**src/rtl/regfile_port_arb.sv**
```systemverilog
// Round-robin sharing of a 1W1R register file's read and write ports among NREQ requesters, with 3-cycle read-return routing.
// Optional macro REGFILE_ARB_RAW_ORDER_EN holds back writes that would land before an in-flight read of the same address.
module regfile_port_arb #(
   parameter int NREQ   = 4,
   parameter int ADDR_W = 8,
   parameter int DATA_W = 64
) (
   input  logic                   clock,
   input  logic                   reset,
   input  logic [NREQ-1:0]        req_rvalid,
   input  logic [NREQ*ADDR_W-1:0] req_raddr,
   output logic [NREQ-1:0]        req_rready,
   input  logic [NREQ-1:0]        req_wvalid,
   input  logic [NREQ*ADDR_W-1:0] req_waddr,
   input  logic [NREQ*DATA_W-1:0] req_wdata,
   output logic [NREQ-1:0]        req_wready,
   output logic [NREQ-1:0]        resp_valid,
   output logic [DATA_W-1:0]      resp_data,
   output logic [ADDR_W-1:0]      rf_raddr0,
   output logic [ADDR_W-1:0]      rf_waddr,
   output logic [DATA_W-1:0]      rf_wdata,
   output logic                   rf_wena,
   input  logic [DATA_W-1:0]      rf_rdata0
);
   localparam int PW    = $clog2(NREQ);
   localparam int DEPTH = 3;

   function automatic logic [PW-1:0] wrap_add(input logic [PW-1:0] base, input int k);
      int s;
      s = int'(base) + k;
      if (s >= NREQ) s = s - NREQ;
      return PW'(s);
   endfunction

   logic [ADDR_W-1:0] raddr [NREQ];
   logic [ADDR_W-1:0] waddr [NREQ];
   logic [DATA_W-1:0] wdata [NREQ];

   for (genvar gi = 0; gi < NREQ; gi++) begin : g_unpack
      assign raddr[gi] = req_raddr[gi*ADDR_W +: ADDR_W];
      assign waddr[gi] = req_waddr[gi*ADDR_W +: ADDR_W];
      assign wdata[gi] = req_wdata[gi*DATA_W +: DATA_W];
   end

   logic [PW-1:0]    rptr, wptr, rptr_next, wptr_next;
   logic [NREQ-1:0]  rvalid_eff, wvalid_eff, wblock;
   logic             rhit, whit, bhit;
   logic [PW-1:0]    rwin, wwin, bfirst;
   logic [DEPTH-1:0] trk_valid;
   logic [PW-1:0]    trk_id [DEPTH];

   // Requests are masked during reset so no grant or write enable can escape.
   assign rvalid_eff = reset ? '0 : req_rvalid;
   assign wvalid_eff = reset ? '0 : req_wvalid;

   always_comb begin
      rhit = 1'b0;
      rwin = '0;
      for (int k = 0; k < NREQ; k++) begin
         if (!rhit && rvalid_eff[wrap_add(rptr, k)]) begin
            rhit = 1'b1;
            rwin = wrap_add(rptr, k);
         end
      end
   end

   assign req_rready = rhit ? (NREQ'(1) << rwin) : '0;
   assign rf_raddr0  = rhit ? raddr[rwin] : '0;
   assign rptr_next  = rhit ? wrap_add(rwin, 1) : rptr;

`ifdef REGFILE_ARB_RAW_ORDER_EN
   logic              prev_rhit;
   logic [ADDR_W-1:0] prev_raddr;

   always_ff @(posedge clock or posedge reset) begin
      if (reset) begin
         prev_rhit  <= 1'b0;
         prev_raddr <= '0;
      end else begin
         prev_rhit  <= rhit;
         prev_raddr <= rf_raddr0;
      end
   end

   // A read samples the array two edges after its grant, so writes to its address wait out that window.
   for (genvar gi = 0; gi < NREQ; gi++) begin : g_block
      assign wblock[gi] = (rhit && (waddr[gi] == rf_raddr0)) ||
                          (prev_rhit && (waddr[gi] == prev_raddr));
   end
`else
   assign wblock = '0;
`endif

   always_comb begin
      whit   = 1'b0;
      wwin   = '0;
      bhit   = 1'b0;
      bfirst = '0;
      for (int k = 0; k < NREQ; k++) begin
         if (!whit && wvalid_eff[wrap_add(wptr, k)]) begin
            if (wblock[wrap_add(wptr, k)]) begin
               if (!bhit) begin
                  bhit   = 1'b1;
                  bfirst = wrap_add(wptr, k);
               end
            end else begin
               whit = 1'b1;
               wwin = wrap_add(wptr, k);
            end
         end
      end
   end

   // A skipped (blocked) requester keeps the pointer so it retains priority once unblocked.
   assign wptr_next  = !whit ? wptr : (bhit ? bfirst : wrap_add(wwin, 1));
   assign req_wready = whit ? (NREQ'(1) << wwin) : '0;
   assign rf_wena    = whit;
   assign rf_waddr   = whit ? waddr[wwin] : '0;
   assign rf_wdata   = whit ? wdata[wwin] : '0;

   always_ff @(posedge clock or posedge reset) begin
      if (reset) begin
         rptr      <= '0;
         wptr      <= '0;
         trk_valid <= '0;
         for (int s = 0; s < DEPTH; s++) trk_id[s] <= '0;
      end else begin
         rptr      <= rptr_next;
         wptr      <= wptr_next;
         trk_valid <= {trk_valid[DEPTH-2:0], rhit};
         trk_id[0] <= rwin;
         for (int s = 1; s < DEPTH; s++) trk_id[s] <= trk_id[s-1];
      end
   end

   assign resp_valid = trk_valid[DEPTH-1] ? (NREQ'(1) << trk_id[DEPTH-1]) : '0;
   assign resp_data  = trk_valid[DEPTH-1] ? rf_rdata0 : '0;

endmodule

```
**config.mk**
```make
export PLATFORM = sky130hd
export DESIGN_NAME = regfile_port_arb
export DESIGN_NICKNAME = d
export VERILOG_FILES = /design/src/rtl/regfile_port_arb.sv
export SDC_FILE = /design/constraint.sdc
export NUM_CORES = 1
export LEC_CHECK = 0
export ABC_AREA = 1
export CORE_AREA = 2 2 215 217
export CTS_BUF_LIST = sky130_fd_sc_hd__clkbuf_2 sky130_fd_sc_hd__clkbuf_4 sky130_fd_sc_hd__clkbuf_8
export DETAILED_ROUTE_END_ITERATION = 7
export DIE_AREA = 0 0 217 219
export PLACE_DENSITY = 0.41
export REMOVE_ABC_BUFFERS = 1
export SYNTH_ARGS = -nofsm -noshare
export SYNTH_HDL_FRONTEND = slang
export SYNTH_SLANG_ARGS = --single-unit
```
**constraint.sdc**
```tcl
create_clock -name clock -period 4.3 [get_ports clock]
set_input_delay 0.86 -clock clock [delete_from_list [all_inputs] [get_ports clock]]
set_output_delay 0.86 -clock clock [all_outputs]
set_load 0.01 [all_outputs]
```
# [After elaboration in Yosys (flattened, before gate mapping)]
# Cells that the tools add are included.
[classes] add_sub_neg=18 mul=0 div=0 order_cmp=24 n_eq_ne=0 shift=3 muxes=100 n_bitwise=2 n_reduce_logical=12
[ops] operator="2-to-1 mux 64 bit" count=4
[ops] operator="binary-select mux 64 bit (select 2 bit)" count=1
[ops] operator="2-to-1 mux 2 bit" count=38
[ops] operator="2-to-1 mux 8 bit" count=6
[ops] operator="< comparator 2 x 3 -> 1 bit (second input constant)" count=12
[ops] operator="binary-select mux 8 bit (select 2 bit)" count=2
[ops] operator="2-to-1 mux 1 bit" count=32
[ops] operator=">= comparator 3 bit (second input constant)" count=10
[ops] operator="binary-select mux 1 bit (select 2 bit)" count=12
[ops] operator="2-to-1 mux 4 bit" count=5
[ops] operator="subtractor 2 x 1 -> 2 bit (second input constant)" count=10
[ops] operator="adder 2 x 1 -> 3 bit (second input constant)" count=4
[ops] operator="adder 2 x 2 -> 3 bit (second input constant)" count=4
[ops] operator="<< shifter 1 x 2 -> 4 bit (first input constant)" count=3
[ops] operator=">= comparator 2 x 3 -> 1 bit (second input constant)" count=2
[ops] operator="logical AND 1 bit" count=6
[ops] operator="zero test 1 bit" count=6
[ops] operator="inverter 2 -> 3 bit" count=2
[word_totals] regBits=13 latchBits=0 ramBits=0 rom_bits=0 in_bits=394 out_inout_bits=157 wordCells=165 memories=0

# [Depth between registers and ports, before layout]
[depth] depth_word=35 depth_mapped=16 depth_no_buf=13

# [Least setup slack after synthesis]
# No wires, ideal clock.
[synth_timing] path_kind="in2out" from="in reset" to="out req_wready[1]" arrival_time_ps=2394 required_ps=3440 setup_slack_ps=1046 stages=15 n_path_buf=3 path_cell_list="inv_4 buf_6 nand3_2 nand3_2 nand2_2 nand2_2 nand2_1 nand2_2 nand3_2 buf_2 buf_2 inv_1 ha_1 inv_1 nor2_1"
[synth_between] elab_chain_len=15 elab_cells_between_ends=31 cone_classes="shift (1); mux (24); reduce/logical (6)"
[synth_lines] element="start, declared" line="9" source="input logic reset,"
[synth_lines] element="2-to-1 mux 4 bit (*)" line="54" source="assign wvalid_eff = reset ? '0 : req_wvalid;"
[synth_lines] element="binary-select mux 1 bit (select 2 bit)" line="100" source="if (!whit && wvalid_eff[wrap_add(wptr, k)]) begin"
[synth_lines] element="2-to-1 mux 1 bit (not written as such)" line="100"
[synth_lines] element="2-to-1 mux 1 bit" line="100"
[synth_lines] element="zero test 1 bit" line="100"
[synth_lines] element="logical AND 1 bit" line="100"
[synth_lines] element="2-to-1 mux 1 bit" line="100"
[synth_lines] element="zero test 1 bit" line="100"
[synth_lines] element="logical AND 1 bit" line="100"
[synth_lines] element="2-to-1 mux 1 bit" line="100"
[synth_lines] element="zero test 1 bit" line="100"
[synth_lines] element="logical AND 1 bit" line="100"
[synth_lines] element="2-to-1 mux 2 bit" line="100"
[synth_lines] element="<< shifter 1 x 2 -> 4 bit" line="116" source="assign req_wready = whit ? (NREQ'(1) << wwin) : '0;"
[synth_lines] element="2-to-1 mux 4 bit (*)" line="116"
[synth_lines] element="end, declared" line="16" source="output logic [NREQ-1:0] req_wready,"
# Every way passes the cells marked *; elsewhere a longest branch is shown, timed or not. The select of a mux whose other input is x is not followed.

# [Final worst setup path]
[layout_timing] from="in req_wvalid[1]" to="out rf_wdata[40]"
[layout_between] elab_chain_len=18 elab_cells_between_ends=34 cone_classes="mux (27); bitwise (1); reduce/logical (6)"
[layout_lines] element="start, declared" line="13" source="input logic [NREQ-1:0] req_wvalid,"
[layout_lines] element="2-to-1 mux 4 bit (*)" line="54"
[layout_lines] element="binary-select mux 1 bit (select 2 bit)" line="100"
[layout_lines] element="2-to-1 mux 1 bit (not written as such)" line="100"
[layout_lines] element="2-to-1 mux 1 bit" line="100"
[layout_lines] element="zero test 1 bit" line="100"
[layout_lines] element="logical AND 1 bit" line="100"
[layout_lines] element="2-to-1 mux 1 bit" line="100"
[layout_lines] element="zero test 1 bit" line="100"
[layout_lines] element="logical AND 1 bit" line="100"
[layout_lines] element="2-to-1 mux 1 bit" line="100"
[layout_lines] element="zero test 1 bit" line="100"
[layout_lines] element="logical AND 1 bit" line="100"
[layout_lines] element="2-to-1 mux 2 bit" line="100"
[layout_lines] element="inverter 2 -> 3 bit (not written as such)" line="119" source="assign rf_wdata = whit ? wdata[wwin] : '0;"
[layout_lines] element="binary-select mux 64 bit (select 2 bit)" line="119"
[layout_lines] element="2-to-1 mux 64 bit (not written as such) (2 in series)" line="119"
[layout_lines] element="2-to-1 mux 64 bit (*)" line="119"
[layout_lines] element="end, declared" line="21" source="output logic [DATA_W-1:0] rf_wdata,"
# Marks and branches as above.

==> results.txt <==
----------------------------------------------------
[Critical path]
  Number of buffer and inverter instances along the worst setup path ... 7
  Cell with the largest stage delay on the worst path ... sky130_fd_sc_hd__clkdlybuf4s50_1
  Launching element of the worst setup path ... req_wvalid[1]
  Register-to-Register Setup Slack ... 1.93 ns
  CP startpoint kind ... input pin
  CP Cell Sequence ... clkdlybuf4s50_1 -> nand3_1 -> nand3_1 -> nand2_1 -> buf_4 -> nand2_1 -> nor2_1 -> nand3_1 -> nand2_4 -> buf_4 -> inv_6 -> buf_12 -> buf_12 -> nand3_1 -> a21oi_1 -> dlygate4sd2_1
  Worst reg-to-reg path cell count ... 14
  Req. time, crit path ... 3.44 ns
  Crit path largest cell delay ... 0.50 ns
  CP arrival ... 3.31 ns
  Critical Path Sink Type ... output port
  Highest net fanout along the worst path ... 12
  CP top delay family ... buffers and inverters
  End of the worst register-to-register path ... wptr[1]
  Startpoint of the most critical register-to-register path ... wptr[0]
  Most used cell, CP ... sky130_fd_sc_hd__nand3_1
  Category of the most critical setup path ... input pin to output port

[STA]
  Maximum achievable frequency ... 240 MHz
  Final setup margin ... 0.130 ns
  Part of the cycle the worst path needs ... 97.0%
  Min cycle time layout ... 4.17 ns
  Worst-Margin Slew ... 0.678 ns
  Final Hold Viols ... 0
  Slew HR ... 54.8%
  Setup tns final ... 0 ns
  Final setup skew ... 0.00196 ns
  Count of final max-slew check failures ... 0
  Count of endpoints failing setup in the final report ... 0

[Floorplan]
  Starting Density ... 13.8%
  Number of rows in the core area ... 78
  Area of the core ... 0.0451 sq mm
  Floorplan die width ... 217 microns
  Die ar. ... 0.0475 sq mm
  Chip height ... 219 microns
  IO Pins ... 551

[Yosys]
  Number of standard cells after synthesis ... 1272
  Mean Syn Cell Area ... 4.89 sq um
  Async set-or-reset flop fraction in the synthesized netlist ... 100%
  Share of the synthesized area in the top cell type ... 24.2%
  Flop and latch count out of synthesis ... 13
  Sequential cell area fraction in the yosys report ... 5.23%
  List of most frequent post-synthesis cells ... 401 x sky130_fd_sc_hd__inv_1, 269 x sky130_fd_sc_hd__nand2_1, 188 x sky130_fd_sc_hd__nand3_1
  Adder-Cell Fraction of Synth Area ... 1.61%
  Number of enable-type register cells in the synthesized netlist ... 0
  Cell taking the most area after synthesis ... sky130_fd_sc_hd__inv_1
  Warnings, synthesis ... 0
  Cell with the most instances after synthesis ... sky130_fd_sc_hd__inv_1
  Parity-gate share of the synthesized area counting xor and xnor cells ... 0%
  Simple-gate area share of the yosys netlist ... 51.6%
  Distinct cell type count after synthesis ... 24
  Netlist area before placement ... 0.00623 sq mm
  Complex-gate fraction of the synthesized area ... 6.85%
  Flip-flop cell with the highest count after synthesis ... sky130_fd_sc_hd__dfrtp_1
  Leading cell types by total area after synthesis ... sky130_fd_sc_hd__inv_1 24%, sky130_fd_sc_hd__nand4_1 16%, sky130_fd_sc_hd__nand2_1 16%, sky130_fd_sc_hd__nand3_1 15%, sky130_fd_sc_hd__a21oi_1 6.5%
  Main combinational cell family by area after synthesis ... simple AND/OR/NAND/NOR gates
  Fraction of synthesized area in multiplexers ... 0%

[Final layout]
  Syn-to-layout area delta ... 112%
  Net count reported at finish ... 2231
  Ratio of cells with drive above 1 in the final layout ... 8.53%
  Area of all placed cells without fillers ... 0.0132 sq mm
  Layout Utilization ... 29.2%

[Place]
  Area after DPL ... 0.0129 sq mm
  Port-buffer cells ... 550
  Setup slack after placement ... -0.169 ns
  GP Congestion ... 0.944
  Detailed Place HPWL ... 31200 microns

[Clock tree]
  Total of hold buffers inserted after clock tree synthesis ... 0
  Maximum buffer depth of the clock tree ... 2
  Clk sinks ... 13
  Clock latency at the later pin of the worst-skew pair ... 0.24 ns
  Clock tree root driver cell ... sky130_fd_sc_hd__clkbuf_8
  Clk pin slew, worst setup/hold paths ... 0.05 ns
  CTS buffer count ... 3
  CTS tree ... yes
  Htree depth ... 1

[Routing]
  DR pass1 iterations ... 7
  Via density per instance ... 4.16
  Antenna-violating nets left ... 0
  Via count ... 10100
  Final routed wire length divided by cell count ... 16.6 microns
  Wirelength, routed ... 40500 microns
  Iteration-0 DRC count of the detailed router ... 795
  Number of remaining DRC errors ... 0

[Power]
  Max rail drop VDD ... 0.400 mV
  Cell internal pwr ... 0.00555 W
  Clock share of power ... 0.9%
  Part of the power in registers ... 2.3%
  Total leakage power ... 7.13 nW
  Power density relative to cell area ... 912 mW/mm^2
  Net switching power figure ... 0.00648 W
  Fraction of power consumed by combinational cells ... 96.8%
  Tot Pwr ... 0.0120 W
  Share of total power consumed by net switching ... 53.9%

[Global route]
  Total Routing Usage GR ... 15.6%
  Largest net degree at the start of global routing ... 82
  Overflow left after global routing ... 0
  Antenna violations before repair ... 7
  Vias in the first global route ... 9679
  Wire length of the first global-routing pass ... 58500 microns

[Flow run]
  Max Cap Viol ... 0

[Hold path]
  Min-delay worst type ... flip-flop to flip-flop
  Worst min-delay path startpoint ... trk_valid[1]
  Worst hold path depth ... 0
  Capture endpoint of the worst hold path ... trk_valid[2]

[Status]
  Status ... completed

----------------------------------------------------
-- metal layers --
layer	global-route usage (%)	up-vias	routed length (microns)
li1	-	5067	-
met1	19.9	4623	17100
met2	27.6	394	20000
met3	2.62	40	2580
met4	3.24	4	714
met5	0	-	27
-- worst reg2reg max path: stages (launching register included) --
cell,delay (ns)
sky130_fd_sc_hd__dfrtp_1,0.60
sky130_fd_sc_hd__nand3_1,0.21
sky130_fd_sc_hd__nand2_2,0.11
sky130_fd_sc_hd__nand2_1,0.05
sky130_fd_sc_hd__nand2_1,0.10
sky130_fd_sc_hd__nand2_2,0.06
sky130_fd_sc_hd__buf_4,0.14
sky130_fd_sc_hd__nand2_1,0.05
sky130_fd_sc_hd__nand3_1,0.11
sky130_fd_sc_hd__nand2_4,0.11
sky130_fd_sc_hd__buf_4,0.11
sky130_fd_sc_hd__buf_4,0.19
sky130_fd_sc_hd__ha_1,0.26
sky130_fd_sc_hd__nand2_1,0.06
sky130_fd_sc_hd__o21ai_0,0.08
-- timing repair --
item	CTS	global route
buffers inserted	10	4
resized for setup	95	30
cloned	5	2
pin swaps	3	4
endpoints found under the setup margin	87	59
-- logic make-up after synthesis --
kind of cell,Yosys count
AOI/OAI and AO/OA,85
and+or+nand+nor,654
adders and majority gates,8
DFF,13
buffers and inverters,512
-- power groups by stage --
| stage | Combinational (W) | Sequential, W | Clock [W] |
|---|---|---|---|
| final | 0.0116 | 0.000273 | 0.000106 |
| after global routing | 0.0127 | 0.000287 | 0.000118 |
| after CTS | 0.0117 | 0.000275 | 0.000110 |
| after detailed placement | 0.0119 | 0.000277 | 0 |
| after global placement | 0.0120 | 0.000276 | 0 |
| after floorplan | 0.00530 | 0.000256 | 0 |
-- per-stage QoR --
stage	cells	hold slack (ns)
after floorplan	1168	0.331
after global placement	2403	0.334
after detailed placement	2403	0.335
after CTS	2422	0.347
after global routing	2433	0.364
final	2434	0.345
-- worst max path at each step --
stage               depth (start not counted)             to  slack (ns)
global placement                           16   rf_wdata[29]       -0.21
global route                               15   rf_wdata[41]      -0.001
detailed placement                         17   rf_wdata[40]       -0.17
floorplan                                  10  req_wready[3]       -2.79
finish                                     16   rf_wdata[40]        0.13
CTS                                        15   rf_wdata[48]       -0.04
-- registers in the layout, summed over array words and instances, names as in the netlist --
register and cells:
rptr 2, wptr 2, trk_id 6, trk_valid 3
-- final cells by class --
class                           count  area (sq um)
Fill cell                        5032         31900
Multi-Input combinational cell    747          3800
Clock buffer                        3          41.3
Tap cell                          600           751
Timing Repair Buffer              655          6690
Antenna cell                        6          15.0
Clock inverter                      1          5.00
Sequential cell                    13           327
Inverter                          408          1550
Timing Repair inverter              1          7.51
-- placed cells by master, fill, tap and decap left out, types with 7 or more instances in the layout --
| cell | n |
|---|---|
| sky130_fd_sc_hd__dlygate4sd2_1 | 60 |
| sky130_fd_sc_hd__clkdlybuf4s15_1 | 7 |
| sky130_fd_sc_hd__nand3_2 | 9 |
| sky130_fd_sc_hd__buf_4 | 70 |
| sky130_fd_sc_hd__a21oi_1 | 76 |
| sky130_fd_sc_hd__clkbuf_2 | 7 |
| sky130_fd_sc_hd__inv_1 | 399 |
| sky130_fd_sc_hd__clkdlybuf4s50_1 | 467 |
| sky130_fd_sc_hd__dfrtp_1 | 12 |
| sky130_fd_sc_hd__ha_1 | 8 |
| sky130_fd_sc_hd__nor2_1 | 9 |
| sky130_fd_sc_hd__nand2_2 | 7 |
| sky130_fd_sc_hd__buf_12 | 26 |
| sky130_fd_sc_hd__nand2_1 | 267 |
| sky130_fd_sc_hd__nand4_1 | 163 |
| sky130_fd_sc_hd__dlymetal6s2s_1 | 7 |
| sky130_fd_sc_hd__nand3_1 | 188 |
Note: power is estimated with default switching activity, not from simulation.
